===== src/rtl/hazard_ctrl_20.sv =====
// Hazard controller for the 5-stage core: EX forwarding selects, load-use stall,
// branch flush, and data-memory wait-state freeze with a sticky timeout error.
// Latency: control outputs are combinational; FSM and counters update on clk.
// Backpressure: mem_ready low freezes F..M and bubbles W; ERR holds the freeze until rst.
// Optional build macro: HAZARD_PERF_EN adds saturating stall/flush performance counters.
`timescale 1ns/1ps
module hazard_ctrl_20 #(
  parameter int MEM_TIMEOUT = 16,
  parameter int CNT_W       = 16
) (
  input  logic             clk,
  input  logic             rst,
  input  logic [4:0]       RS1_D,
  input  logic [4:0]       RS2_D,
  input  logic [4:0]       RS1_E,
  input  logic [4:0]       RS2_E,
  input  logic [4:0]       RD_E,
  input  logic [4:0]       RD_M,
  input  logic [4:0]       RD_W,
  input  logic             RegWriteM,
  input  logic             RegWriteW,
  input  logic             ResultSrcE,
  input  logic             PCSrcE,
  input  logic             MemAccessM,
  input  logic             mem_ready,
  output logic             StallF,
  output logic             StallD,
  output logic             StallE,
  output logic             StallM,
  output logic             FlushD,
  output logic             FlushE,
  output logic             FlushW,
  output logic [1:0]       ForwardAE,
  output logic [1:0]       ForwardBE,
  output logic             mem_err,
  output logic [1:0]       state_o,
  output logic [CNT_W-1:0] stall_cycles,
  output logic [CNT_W-1:0] flush_count
);

  localparam logic [1:0] S_RUN  = 2'b00;
  localparam logic [1:0] S_WAIT = 2'b01;
  localparam logic [1:0] S_ERR  = 2'b10;
  // Last wait count before giving up on the memory.
  localparam logic [7:0] TERM   = 8'(MEM_TIMEOUT - 1);

  logic [1:0] state, state_nxt;
  logic [7:0] wcnt, wcnt_nxt;
  logic       err_q, err_nxt;
  logic       memstall, ld_use;
  logic       sf, sd, se, sm, fd, fe, fw;
  logic [1:0] fa, fb;

  // Forwarding: memory-stage result wins over writeback; x0 never forwards.
  always_comb begin
    fa = 2'b00;
    fb = 2'b00;
    if (RegWriteM && RD_M != 5'd0 && RD_M == RS1_E)      fa = 2'b10;
    else if (RegWriteW && RD_W != 5'd0 && RD_W == RS1_E) fa = 2'b01;
    if (RegWriteM && RD_M != 5'd0 && RD_M == RS2_E)      fb = 2'b10;
    else if (RegWriteW && RD_W != 5'd0 && RD_W == RS2_E) fb = 2'b01;
  end

  assign memstall = (state == S_RUN  && MemAccessM && !mem_ready) ||
                    (state == S_WAIT && !mem_ready) ||
                    (state == S_ERR);
  assign ld_use   = ResultSrcE && RD_E != 5'd0 && (RD_E == RS1_D || RD_E == RS2_D);

  // Stall/flush priority: memory freeze, then taken branch, then load-use bubble.
  // A branch pending in the frozen E register simply acts once the freeze lifts.
  always_comb begin
    {sf, sd, se, sm, fd, fe, fw} = 7'b0;
    if (memstall) begin
      {sf, sd, se, sm, fw} = 5'b11111;
    end else if (PCSrcE) begin
      fd = 1'b1;
      fe = 1'b1;
    end else if (ld_use) begin
      sf = 1'b1;
      sd = 1'b1;
      fe = 1'b1;
    end
  end

  // Next-state and wait-counter logic; counter saturates at the terminal count.
  always_comb begin
    state_nxt = state;
    wcnt_nxt  = wcnt;
    err_nxt   = err_q;
    case (state)
      S_RUN: begin
        if (memstall) begin
          state_nxt = S_WAIT;
          wcnt_nxt  = 8'd1;
        end
      end
      S_WAIT: begin
        if (mem_ready) begin
          state_nxt = S_RUN;
          wcnt_nxt  = 8'd0;
        end else if (wcnt >= TERM) begin
          state_nxt = S_ERR;
          err_nxt   = 1'b1;
        end else begin
          wcnt_nxt  = wcnt + 8'd1;
        end
      end
      S_ERR: begin
        err_nxt   = 1'b1;
      end
      default: begin
        state_nxt = S_RUN;
        wcnt_nxt  = 8'd0;
      end
    endcase
  end

  // FSM registers; ERR is only left through reset.
  always_ff @(posedge clk or negedge rst) begin
    if (!rst) begin
      state <= S_RUN;
      wcnt  <= 8'd0;
      err_q <= 1'b0;
    end else begin
      state <= state_nxt;
      wcnt  <= wcnt_nxt;
      err_q <= err_nxt;
    end
  end

  // Every output is forced low while reset is held, including the combinational selects.
  assign StallF    = rst & sf;
  assign StallD    = rst & sd;
  assign StallE    = rst & se;
  assign StallM    = rst & sm;
  assign FlushD    = rst & fd;
  assign FlushE    = rst & fe;
  assign FlushW    = rst & fw;
  assign ForwardAE = rst ? fa : 2'b00;
  assign ForwardBE = rst ? fb : 2'b00;
  assign mem_err   = rst & err_q;
  assign state_o   = rst ? state : S_RUN;

`ifdef HAZARD_PERF_EN
  logic [CNT_W-1:0] stall_q, flush_q;

  // Saturating counts of fetch-stall cycles and execute-flush cycles.
  always_ff @(posedge clk or negedge rst) begin
    if (!rst) begin
      stall_q <= '0;
      flush_q <= '0;
    end else begin
      if (StallF && stall_q != '1) stall_q <= stall_q + CNT_W'(1);
      if (FlushE && flush_q != '1) flush_q <= flush_q + CNT_W'(1);
    end
  end

  assign stall_cycles = stall_q;
  assign flush_count  = flush_q;
`else
  assign stall_cycles = '0;
  assign flush_count  = '0;
`endif

endmodule


===== config.mk =====
export PLATFORM = sky130hd
export DESIGN_NAME = hazard_ctrl_20
export DESIGN_NICKNAME = d
export VERILOG_FILES = /design/src/rtl/hazard_ctrl_20.sv
export SDC_FILE = /design/constraint.sdc
export NUM_CORES = 1
export LEC_CHECK = 0
export BUFFER_PORTS_ARGS = -buffer_cell sky130_fd_sc_hd__buf_2
export CORE_MARGIN = 5
export CORE_UTILIZATION = 30
export CTS_BUF_LIST = sky130_fd_sc_hd__clkbuf_4 sky130_fd_sc_hd__clkbuf_8
export DETAILED_ROUTE_END_ITERATION = 12
export HOLD_SLACK_MARGIN = 0.05
export PLACE_DENSITY_LB_ADDON = 0.05
export SYNTH_ARGS = -nofsm -noshare
export SYNTH_HDL_FRONTEND = slang
export SYNTH_SLANG_ARGS = --single-unit

===== constraint.sdc =====
create_clock -name clk -period 1.3 [get_ports clk]
set_input_delay 0.065 -clock clk [delete_from_list [all_inputs] [get_ports clk]]
set_output_delay 0.065 -clock clk [all_outputs]
set_load 0.02 [all_outputs]

==> impl_metrics.yaml <==
placed_design:
  portBuffers: 56
  hpwl_microns: 2924
  gp_congestion: 0.8137
  place_inst: 268
floorplan:
  num_rows: 23
  core_area_sq_um: 4058
  num_io_pins: 89
  die-area_sq_um: 5630
  die-width_microns: 75.03
  chipHeight_microns: 75.03
  initial_core_util_pct: 31.27
yosys:
  synth.distinct_cells: 34
  synth_top_area_share_pct: 21.70
  ys_warn_count: 0
  netlist_instances: 148
  synth_ff_type: "dfrtp_1"
  ys_seq_elements: 11
  yosys-top-cells-area: "dfrtp_1 22%, buf_4 21%, xor2_1 17%, xnor2_1 4.8%, and2_1 3.9%"
  yosysMostFrequentCell: "buf_4"
  async_reset_ff_share_pct: 100.0
  yosysSeqAreaShare_pct: 21.70
  synthesis.area_sq_um: 1269
  synthTopCellsByCount: "35 x buf_4, 25 x xor2_1, 11 x dfrtp_1"
  syn_avg_cell_area_sq_um: 8.572
  yosysTopAreaCell: "dfrtp_1"
  synth_edf_count: 0
layout:
  fin_nets: 277
  drive_above_1_share_pct: 50.86
  synthToLayoutAreaGrowth_pct: 57.99
  instances_no_fill: 282
  num_antenna_cells: 0
outcome:
  status: "finished, violations left"
  violations: "setup timing"
setup_path:
  endpoint_kind: "primary output"
  rr_endpoint: "wcnt[3]"
  endpoint: "ForwardBE[0]"
  rr_worst_depth: 5
  required_ns: 1.24
  reg2reg_slack_ns: -0.10
  path_buf_inv: 2
  critPathMaxFanout: 2
  crit_arrival_ns: 1.39
  cp_slowest_cell: "or4_4"
  critical_path.most_common_cell: "nor4_4"
  cp-start-kind: "primary input"
  cp_top_family: "simple AND/OR/NAND/NOR gates"
  critical_path_class: "primary input to primary output"
  worst-path-stages: 6
  critPathLaunch: "RD_M[2]"
  path_cells: "buf_6 -> or4_4 -> o21ai_4 -> nor4_4 -> nor4_4 -> buf_4"
  r2r_start: "wcnt[7]"
  max_stage_delay_ns: 0.54
timing:
  finalClockSkew_ns: 0.005244
  fmax_mhz: 686.7
  rsz0062_at_grt: "yes"
  timing.final.crit_share_pct: 112.0
  setup_ws_ns: -0.1563
  worstMarginPinSlew_ns: 0.5230
  hold_viol: 0
  setup_viol: 20
  finalMaxSlewViolations: 0
  finalCriticalPeriod_ns: 1.456
  worst_hold_slack_ns: 0.1190
  finalSetupTns_ns: -1.553
  slew_headroom_pct: 65.02
worst_hold_path:
  hp-class: "primary input to flip-flop"
  worstHoldStart: "MemAccessM"
detailed_routing:
  routed-via-count: 1236
  wl_met1_microns: 1371
  wl_met2_microns: 1925
  drt_first_pass_iters: 4
  postRouteWirelength_microns: 3661
  viasPerCell: 4.383
  drt_iter0_markers: 42
  routed-wl-met3_microns: 332
  drc: 0
  wl_per_cell_microns: 12.98
  ant_nets: 0
  highest_layer: "met4"
global_routing:
  grt_pass1_vias: 1322
  grt_pass1_wl_microns: 5713
  overflow: 0
  grt_use_total_pct: 12.85
  antenna_found_initial: 0
  grt_max_degree: 13
power:
  p_leak_nw: 0.9949
  total_power_mw: 1.360
  peakVddDrop_uv: 240.1
  power.density_nw_per_um2: 678.7
cts:
  clk_path_buf_depth: 2
  clock_sinks: 11
  clk_latency_ns: 0.24
  cts_max_level: 1
  clk_pin_slew_ns: 0.05
  cts_tree: "built"
  cts_buffers: 3
  cts_root_buf: "clkbuf_8"
flow_run:
  cap_violations: 0
[repair_timing]
item / CTS / global route
pin swaps: 18 / 5
endpoints found under the setup margin: 20 / 20
endpoints found under the hold margin: 11 / 0
hold buffers: 1 / 0
gates resized for setup: 46 / 10
buffers inserted: 9 / 0
[per-layer routing]
| metal | track usage [%] | up-vias |
|---|---|---|
| met2 | 23.89 | 61 |
| met5 | 0 | - |
| met1 | 14.97 | 571 |
| li1 | - | 600 |
| met3 | 2.003 | 4 |
| met4 | 3.953 | 0 |
[state kept, by name, summed over array words and instances, names as in the netlist]
| signal | count |
|---|---|
| wcnt | 8 |
| state | 2 |
| err_q | 1 |
[logic make-up after synthesis]
| family | count (synthesis) | synth area share (%) |
|---|---|---|
| AND/OR/NAND/NOR | 46 | 22.98 |
| buffers and inverters | 39 | 21.89 |
| XOR/XNOR | 32 | 22.09 |
| AO/OA/AOI/OAI | 16 | 8.481 |
| flip-flops | 11 | 21.70 |
| multiplexers | 2 | 1.578 |
| adder cells (fa/ha/maj) | 1 | 0.9860 |
| other | 1 | 0.2956 |
[worst register-to-register path, delay by kind of cell (launching register included)]
family / cells / cell delay [ns]
xor gates and xnor gates: 1 / 0.14
buffers and inverters: 1 / 0.19
DFF: 1 / 0.40
and+or+nand+nor: 3 / 0.56
[placed cells by master (no fill, tap or decap), drive strengths merged, types with 2 or more instances in the layout]
cell    count
nand2       5
nand2b      2
a21oi       4
conb       32
xnor2       7
dfrtp      11
nand3       6
xor2       25
and2       10
o211ai      2
nor4        5
buf        85
or2         2
nor3        2
inv         2
o31ai       2
clkbuf      4
o22ai       3
mux2i       2
and3        2
or4         5
o21ai       2
nor2        5
[where the power goes]
| part | total (mW) | switching, mW | internal (mW) |
|---|---|---|---|
| logic | 0.617 | 0.338 | 0.279 |
| clock network | 0.365 | 0.129 | 0.236 |
| registers | 0.378 | 0.0147 | 0.363 |
| total | 1.36 | 0.482 | 0.878 |
[final cells by class]
cell class	instances	area, sq um
Fill cell	409	2053
Multi-Input combinational cell	129	988.4
Timing Repair Buffer	86	619.3
Sequential cell	11	275.3
Tap cell	50	62.56
Clock buffer	4	48.80
Inverter	2	10.01
[stage by stage]
stage	cell area (sq um)	setup slack, ns	utilization [%]
after floorplan	1451	-0.05171	-
after global placement	1653	-0.2043	40.73
after detailed placement	1653	-0.2510	40.73
after CTS	1962	-0.1863	48.35
after global routing	2004	-0.2318	49.40
final	2004	-0.1563	49.40
[how the worst min path moves through the flow]
stage | slack, ns | to | cells after the start
CTS | 0.11 | state[0] | 3
finish | 0.12 | state[0] | 3
floorplan | -0.23 | err_q | 0
global placement | 0.08 | wcnt[0] | 2
global route | 0.12 | state[0] | 3
detailed placement | 0.07 | wcnt[0] | 2
Power figures use the tool's default switching activity.
